## src/rtl/if_else_select_pipe.sv

```systemverilog
// ============================================================================
// if_else_select_pipe : two-stage valid/ready per-segment if/else selector.
// Optional taken-count statistics via macro IF_ELSE_SELECT_STATS_EN.
// Revision: 1.0
// ============================================================================
`default_nettype none

module if_else_select_pipe #(
  parameter int DATA_W    = 32,
  parameter int SEGS      = 4,
  parameter int COND_W    = 32,
  parameter int COND_BASE = 0,
  parameter int CNT_W     = 16
) (
  input  logic                     clk,
  input  logic                     reset,
  input  logic                     in_valid,
  output logic                     in_ready,
  input  logic [COND_W-1:0]        input_bit,
  input  logic [SEGS-1:0]          cond_inv,
  input  logic [SEGS*DATA_W-1:0]   array_ref_wire,
  input  logic [SEGS*DATA_W-1:0]   array_ref_m_wire,
  output logic [SEGS*DATA_W-1:0]   segment_combine,
  output logic [SEGS-1:0]          segment_cond,
  output logic                     out_valid,
  input  logic                     out_ready,
  input  logic                     stats_clr,
  output logic [CNT_W-1:0]         taken_cnt
);

  logic                   s1_valid_q, s1_valid_d;
  logic [SEGS-1:0]        s1_cond_q, s1_cond_d;
  logic [SEGS*DATA_W-1:0] s1_if_q, s1_if_d;
  logic [SEGS*DATA_W-1:0] s1_else_q, s1_else_d;
  logic                   out_valid_q, out_valid_d;
  logic [SEGS*DATA_W-1:0] combine_q, combine_d;
  logic [SEGS-1:0]        cond_q, cond_d;
  logic [SEGS*DATA_W-1:0] sel_data;
  logic                   s1_en, s2_en;

  // Condition bits outside the segment window feed nothing.
  logic unused_ok;
  assign unused_ok = ^{input_bit, stats_clr};

  for (genvar k = 0; k < SEGS; k++) begin : g_seg
    assign sel_data[k*DATA_W +: DATA_W] = s1_cond_q[k] ? s1_if_q[k*DATA_W +: DATA_W]
                                                       : s1_else_q[k*DATA_W +: DATA_W];
  end

  always_comb begin
    s2_en       = !out_valid_q || out_ready;
    s1_en       = !s1_valid_q || s2_en;
    s1_valid_d  = s1_valid_q;
    s1_cond_d   = s1_cond_q;
    s1_if_d     = s1_if_q;
    s1_else_d   = s1_else_q;
    out_valid_d = out_valid_q;
    combine_d   = combine_q;
    cond_d      = cond_q;
    // Data registers load only with a real transfer so idle outputs stay quiet.
    if (s1_en) begin
      s1_valid_d = in_valid;
      if (in_valid) begin
        s1_cond_d = input_bit[COND_BASE +: SEGS] ^ cond_inv;
        s1_if_d   = array_ref_wire;
        s1_else_d = array_ref_m_wire;
      end
    end
    if (s2_en) begin
      out_valid_d = s1_valid_q;
      if (s1_valid_q) begin
        combine_d = sel_data;
        cond_d    = s1_cond_q;
      end
    end
  end

  always_ff @(posedge clk) begin
    if (reset) begin
      s1_valid_q  <= 1'b0;
      s1_cond_q   <= '0;
      s1_if_q     <= '0;
      s1_else_q   <= '0;
      out_valid_q <= 1'b0;
      combine_q   <= '0;
      cond_q      <= '0;
    end else begin
      s1_valid_q  <= s1_valid_d;
      s1_cond_q   <= s1_cond_d;
      s1_if_q     <= s1_if_d;
      s1_else_q   <= s1_else_d;
      out_valid_q <= out_valid_d;
      combine_q   <= combine_d;
      cond_q      <= cond_d;
    end
  end

  assign in_ready        = s1_en;
  assign out_valid       = out_valid_q;
  assign segment_combine = combine_q;
  assign segment_cond    = cond_q;

`ifdef IF_ELSE_SELECT_STATS_EN
  logic [CNT_W-1:0] taken_cnt_q, taken_cnt_d;
  logic [CNT_W:0]   pop;
  logic [CNT_W:0]   sum;

  always_comb begin
    pop = '0;
    for (int k = 0; k < SEGS; k++) begin
      pop = pop + {{CNT_W{1'b0}}, cond_q[k]};
    end
    sum         = {1'b0, taken_cnt_q} + pop;
    taken_cnt_d = taken_cnt_q;
    if (stats_clr) begin
      taken_cnt_d = '0;
    end else if (out_valid_q && out_ready) begin
      taken_cnt_d = sum[CNT_W] ? {CNT_W{1'b1}} : sum[CNT_W-1:0];
    end
  end

  always_ff @(posedge clk) begin
    if (reset) begin
      taken_cnt_q <= '0;
    end else begin
      taken_cnt_q <= taken_cnt_d;
    end
  end

  assign taken_cnt = taken_cnt_q;
`else
  assign taken_cnt = '0;
`endif

endmodule

`default_nettype wire

```

## config.mk

```make
export PLATFORM = sky130hd
export DESIGN_NAME = if_else_select_pipe
export DESIGN_NICKNAME = d
export VERILOG_FILES = /design/src/rtl/if_else_select_pipe.sv
export SDC_FILE = /design/constraint.sdc
export NUM_CORES = 1
export LEC_CHECK = 0
export ABC_AREA = 1
export BUFFER_PORTS_ARGS = -buffer_cell sky130_fd_sc_hd__buf_2
export CORE_UTILIZATION = 35
export DETAILED_ROUTE_END_ITERATION = 8
export PLACE_DENSITY_LB_ADDON = 0.12
export SETUP_SLACK_MARGIN = 0.2
export SLEW_MARGIN = 20
export SYNTH_ARGS = -nofsm -noshare
export SYNTH_HDL_FRONTEND = slang
export SYNTH_SLANG_ARGS = --single-unit
```

## constraint.sdc

```tcl
create_clock -name clk -period 1.5 [get_ports clk]
set_input_delay 0.375 -clock clk [delete_from_list [all_inputs] [get_ports clk]]
set_output_delay 0.375 -clock clk [all_outputs]
set_load 0.02 [all_outputs]
```

After elaboration in Yosys (flattened, before gate mapping). Index checks and enable logic that the tools add are counted.

Multiplexer cells: 4. Bitwise gates (word level): 1. Reduce and logical (&&, ||, !) cells: 6.

Operators by type and width (number): 32-bit two-way mux (4); 2-bit AND reduction (2); 4-bit bitwise XOR (1); 1-bit zero test (2); 1-bit logical OR (2).

Register bits after elaboration: 394. Bits of input ports: 297. Output and inout bits: 150.

Depth between registers and ports, before layout. Gate-level depths: netlist of run 1.

Word-level depth: 4. Mapped depth: 8. Gate-level depth less buffers: 6.

Least setup slack after synthesis of run 1. OpenSTA, ideal clock, no wires.

Path type: reg-to-output. Start: register out_valid_q (netlist: out_valid). End: output port in_ready. Arrival: 0.921 ns. Path slack: 0.204 ns. Cell stages (with the launch flop): 4. Cells stage by stage: dfxtp_1 > nand3_1 > buf_2 > buf_2.

Word-level cells in the longest chain between the ends: 3.

Ends and longest elaborated chain: start: declaration (RTL line 35) `logic out_valid_q, out_valid_d;`; start signal: assignment (RTL line 92) `out_valid_q <= out_valid_d;`; 1-bit zero test (RTL line 51) `s2_en = !out_valid_q || out_ready;`; 1-bit logical OR (RTL line 51); 1-bit logical OR (RTL line 52) `s1_en = !s1_valid_q || s2_en;`; end: declaration (RTL line 18) `output logic in_ready,`.

No other way between the ends.

Final worst setup path of run 1. Same ends and word-level chain as after synthesis.

==> out/qor.csv, run 1 <==
metric,value,unit
"CTS clk-pin slew, worst paths",0.06,ns
CTS Hold Bufs,0,
Post-DP HPWL,36000,um
H-tree levels,2,
FILL cells,5094,
"Net count, final",3396,
Worst Clk Skew,0.0215,ns
pwr dens,1110,nW/um^2
worst slack at placement,-0.179,ns
row count,81,
layout cells sized above 1,0.248,
root buf cell,clkbuf_16,
placer congestion estimate,0.831,
Initial Util,0.357,
initial DRC count,1158,
vias in the first global route,16771,
final core occ,0.491,
cells after synthesis,2703,
"Slew Viols, Final",0,
total grt overflow,0,
chip width,226,um
area delta synth->final,37.7,%
CP Max Fanout,2,
RR Endpoint,segment_combine[56]$_SDFFE_PP0P_,
Critical Path Sink Type,output pin,
final hold vios,0,
crit path kind,reg2out,
vias per cell,4.68,
Synth area leaders,"dfxtp_1 (45%), nand2_1 (14%), nor2_1 (11%), inv_1 (8.4%), nand3_1 (7.4%)",
DR WL/cell,16.1,um
DRC,0,
reg-to-reg critical path startpoint,out_valid$_SDFFE_PP0P_,
# IOs,447,
Max VDD drop,0.769,mV
violated checks,setup timing,
R2R setup slack,-0.07,ns
# setup viols final,64,
Synth cell types,15,
Clock Path Buffers,3,
gr usage total,0.226,
Synth async-reset ratio,0,
yosys warns,0,
mean post-synth cell area,6.51,um^2
flip-flop and latch count after synthesis,394,
CP startpoint,out_valid$_SDFFE_PP0P_,
Sink Count,394,
Num CTS Buffers,46,
Tightest Hold Check Type,in2reg,
Vias,17760,
CTS tree,built,
core area,49300,um^2
worst setup path endpoint,in_ready,
unrepaired setup endpoints after global routing,yes,
Detailed Routing Iterations Pass 1,5,
Port Buffers,401,
Yosys top cell area share,0.449,
Worst Path Required,1.12,ns
largest net degree at the start of global routing,85,
shortest period the worst path allows,1.68,ns
post-route ant nets,0,
period utilization,1.12,
first-pass GRT wire length,90100,um
"area leader, netlist",dfxtp_1,
number of enable flip-flop cells after synthesis,0,
WHS Path Cells,5,
initial antenna violation count,1,
Total Power,26.8,mW
final worst slack,-0.184,ns
r2r worst-path depth,8,
Critical Path Start Type,register,
Fmax,594,MHz
die area,51100,um^2
arrival time at the worst endpoint,1.31,ns
P_leak,11.9,nW
"Seq/Total Area, Yosys",0.449,
max-capacitance violation count,0,
routed wire length,61000,um
die span in y,226,um
status,"complete, but fails checks",
"Cell Area, Synth",17600,um^2
Post-synth top flop,dfxtp_1,
latest clock arrival within the worst-skew pair,0.58,ns
-- state kept, by name, indices dropped and copies added, names as in the netlist --
name and count:
s1_valid_q 1, s1_cond_q 4, segment_cond 4, out_valid 1
s1_else_q 128, segment_combine 128, s1_if_q 128
-- logic make-up after synthesis --
kind of cell	count (synthesis)	synth area share
buf+inv	598	0.149
compound gates	262	0.0746
flops	394	0.449
other cells	1	0.000213
simple gates	1448	0.328
-- synth_stat cells, types with 3 or more instances --
library cell    n
inv_1         393
inv_2           3
buf_2         102
buf_1           6
a21oi_1       130
nand3_1       261
buf_4          23
nor2_1        528
nand2_1       658
dfxtp_1       394
clkbuf_1       50
buf_6          21
o21ai_0       132
-- how the worst min path moves through the flow --
stage / from / endpoint
floorplan: s1_if_q[119]$_SDFFE_PP0P_ / s1_if_q[119]$_SDFFE_PP0P_
global placement: s1_else_q[45]$_SDFFE_PP0P_ / s1_else_q[45]$_SDFFE_PP0P_
detailed placement: segment_combine[96]$_SDFFE_PP0P_ / segment_combine[96]$_SDFFE_PP0P_
CTS: array_ref_m_wire[17] / s1_else_q[17]$_SDFFE_PP0P_
global route: array_ref_m_wire[85] / s1_else_q[85]$_SDFFE_PP0P_
finish: array_ref_m_wire[16] / s1_else_q[16]$_SDFFE_PP0P_
-- cells in the final DEF, fill, tap and decap left out, types with 15 or more instances in the layout --
master     count
nand2_1      656
inv_1        392
dfxtp_1      256
nand3_1      258
buf_12        33
buf_2        265
a21oi_1      115
buf_6        138
nor2_1       520
o21ai_0      129
dfxtp_2      130
conb_1        16
a21oi_2       15
buf_4         58
clkbuf_16     58
buf_16        19
-- metrics by stage --
stage          hold slack, ns  TNS (ns)  instance area (um^2)  instances
3_5_place_dp            0.452     -3.19                 20300       3649
5_1_grt                 0.132     -7.43                 24200       3797
6_report                0.122     -2.11                 24200       3797
4_1_cts                0.0968     -1.96                 23800       3780
2_1_floorplan           0.440         0                 17600       2718
3_3_place_gp            0.449     -2.60                 20300       3649
-- worst max-delay path: stages, from the launching register on --
cell and delay, ns:
dfxtp_4 0.36, nand3_4 0.10, buf_16 0.14, buf_8 0.12
-- area by class of cell --
cell class / count / area [um^2] / area share
repair inverters: 1 / 6.26 / 0.000258
diodes: 1 / 2.50 / 0.000103
multi-input cells: 1726 / 7270 / 0.300
clock inverters: 11 / 108 / 0.00445
clock buffers: 70 / 1400 / 0.0576
flip-flops and latches: 394 / 8080 / 0.334
repair buffers: 534 / 4990 / 0.206
well taps: 664 / 831 / 0.0343
inverters: 396 / 1520 / 0.0629
-- routing by layer --
metal	global-route usage	up-vias	share of wire
met5	0	-	0
met4	0.0630	0	0.021
met3	0.0409	84	0.056
met2	0.377	482	0.47
met1	0.298	8294	0.45
li1	-	8900	-
-- power breakdown --
part	switching, mW	internal (mW)
registers	0.378	11.1
clock network	4.56	6.72
logic	2.27	1.74
total	7.21	19.6
-- repair_timing --
| action | 4_1_cts | 5_1_grt |
|---|---|---|
| pin swaps | 2 | 10 |
| cloned | 18 | 9 |
| hold endpoints to repair | 0 | 0 |
| buffers inserted | 32 | 7 |
| endpoints found under the setup margin | 526 | 528 |
| gates resized for setup | 449 | 47 |
(Power assumes the default switching activity.)
==> run 2: changes to the inputs <==
CORE_ASPECT_RATIO = 1.75   (was unset)
==> run 2 against run 1 <==
The flow still finishes with violations (setup timing). Sequential share of layout area is 2.2 points lower. Core utilization is 3.1 points higher. Cell count is 1.2% higher. Clock power is 14% lower. Clock skew is 0.0077 ns lower. Fmax is 4.3% higher. Via count is 2.0% higher. Combinational power is 17% higher. Sequential power hardly changed. Clock-buffer cell count is 16 lower.
==> out/qor.csv, run 2 (synthesis gave the netlist of run 1 again) <==
metric,value,unit,change
die span in y,299,um,+32%
CP startpoint,s1_valid_q$_SDFFE_PP0P_,,
layout cells sized above 1,0.302,,+0.0537
Hold Path Sink,s1_else_q[94]$_SDFFE_PP0P_,,
Num CTS Buffers,40,,-13%
vias in the first global route,17200,,+2.6%
violated checks,setup timing,,
Clock power frac,0.375,,-0.046
"Slew Viols, Final",0,,unchanged
Clock Path Buffers,3,,unchanged
gr usage total,0.236,,+0.0101
Logic pwr share,0.180,,+0.030
r2r worst-path depth,9,,+1
reg-to-reg critical path startpoint,s1_valid_q$_SDFFE_PP0P_,,
Worst path top cell family by delay,flip-flops,,
Switching Power,7.12,mW,-1.3%
CP Max Fanout,2,,unchanged
Total Power,26.0,mW,-3.0%
R2R setup slack,-0.01,ns,+0.06 ns
P_leak,12.7,nW,+6.3%
Worst Path Required,1.12,ns,about the same
period utilization,1.08,,-0.0467
Initial Util,0.355,,-0.00243
final core occ,0.522,,+0.0309
core area,49600,um^2,+0.69%
row count,108,,+33%
Worst Clk Skew,0.0139,ns,-0.00766 ns
max-capacitance violation count,0,,unchanged
Max VDD drop,0.759,mV,-1.3%
CTS Hold Bufs,0,,unchanged
chip width,171,um,-24%
# setup viols final,6,,-91%
DRC,0,,unchanged
initial DRC count,958,,-17%
CTS tree,built,,
# IOs,447,,unchanged
Worst path max stage delay,0.36,ns,about the same
WHS Path Cells,5,,unchanged
Internal Dissipation,18.9,mW,-3.7%
cell area after layout,25900,um^2,+7.0%
area delta synth->final,47.3,%,
latest clock arrival within the worst-skew pair,0.53,ns,-0.05 ns
largest net degree at the start of global routing,67,,-21%
Sink Count,394,,unchanged
Critical Path Sink Type,output pin,,
first-pass GRT wire length,93800,um,+4.0%
sequential share of power,0.445,,+0.015
initial antenna violation count,21,,+20
arrival time at the worst endpoint,1.24,ns,-0.07 ns
Vias,18113,,+2.0%
post-route ant nets,0,,unchanged
"Net count, final",3450,,+1.6%
status,"complete, but fails checks",,
Port Buffers,401,,unchanged
"commonest cells after routing, fill and taps aside","nand2_1 (611), nor2_1 (447), inv_1 (392)",,
vias per cell,4.71,,+0.79%
Tightest Hold Check Type,in2reg,,
Switching Share,0.274,,+0.00481
shortest period the worst path allows,1.61,ns,-0.0700 ns
Buf/Inv on CP,2,,unchanged
crit path kind,reg2out,,
RR Endpoint,segment_combine[2]$_SDFFE_PP0P_,,
Hold Startpoint,array_ref_m_wire[94],,
final worst slack,-0.114,ns,+0.0700 ns
unrepaired setup endpoints after global routing,yes,,
placer congestion estimate,0.807,,-2.9%
Critical Path Start Type,register,,
"most common cell after layout, fill and taps aside",nand2_1,,
DR WL/cell,17.0,um,+6.1%
total grt overflow,0,,unchanged
pwr dens,1000,nW/um^2,-9.4%
H-tree levels,2,,unchanged
Area after DPL,20300,um^2,+0.16%
root buf cell,clkbuf_16,,
final hold vios,0,,unchanged
Fmax,620,MHz,+4.3%
Detailed Routing Iterations Pass 1,5,,unchanged
routed wire length,65500,um,+7.3%
Post-DP HPWL,36900,um,+2.3%
Fin Setup TNS,-0.148,ns,+1.96 ns
die area,51200,um^2,about the same
"CTS clk-pin slew, worst paths",0.06,ns,about the same
crit-path cells,nand3_4 -> buf_12 -> buf_8,,
Crit-path slowest cell,dfxtp_2,,
-- run 2: per-stage QoR --
step | setup WS, ns | hold WS, ns | std cells
2_1_floorplan | 0.204 | 0.440 | 2718
3_3_place_gp | -0.0704 | 0.448 | 3637
3_5_place_dp | -0.0944 | 0.453 | 3637
4_1_cts | -0.130 | 0.142 | 3783
5_1_grt | -0.151 | 0.177 | 3840
6_report | -0.114 | 0.165 | 3842
-- run 2: worst max path at each step --
stage / to / slack, ns / cells after the start
global placement: segment_combine[35]$_SDFFE_PP0P_ / -0.07 / 8
detailed placement: segment_combine[35]$_SDFFE_PP0P_ / -0.09 / 8
CTS: in_ready / -0.13 / 3
global route: in_ready / -0.15 / 3
finish: in_ready / -0.11 / 3
floorplan: in_ready / 0.20 / 3
-- run 2: power by group through the flow --
stage                     Sequential (mW)  Combinational (mW)  Clock [mW]
final                                11.6                4.68        9.75
after global routing                 11.6                5.12        10.4
after CTS                            11.5                4.20        9.99
after detailed placement             11.7                3.35           0
after global placement               11.7                3.34           0
after floorplan                      11.8                2.00           0
-- run 2: final cells by class --
class	instances	area, um^2
multi-input combinational	1726	7840
clock buffer	54	1120
inverter	396	1540
clock inverter	9	98.8
timing repair inverter	6	121
fill	4982	23700
timing repair buffer	589	6260
antenna	8	20.0
tap	660	826
sequential	394	8080
-- run 2: timing repair --
item | CTS | global route
resized for setup | 498 | 230
gates cloned | 34 | 28
endpoints found under the setup margin | 511 | 524
pin swaps | 20 | 56
buffers inserted | 49 | 23
-- run 2: routing by layer --
metal | GRT usage | vias up | wire length [um]
met5 | 0 | - | 161
met4 | 0.0935 | 26 | 2170
met3 | 0.0430 | 141 | 3330
met2 | 0.404 | 510 | 32700
met1 | 0.290 | 8407 | 27100
li1 | - | 9029 | -
-- run 2: worst min-delay path, delay by kind of cell --
kind          cells  cell delay, ns
simple gates      3            0.19
buf+inv           2            0.11
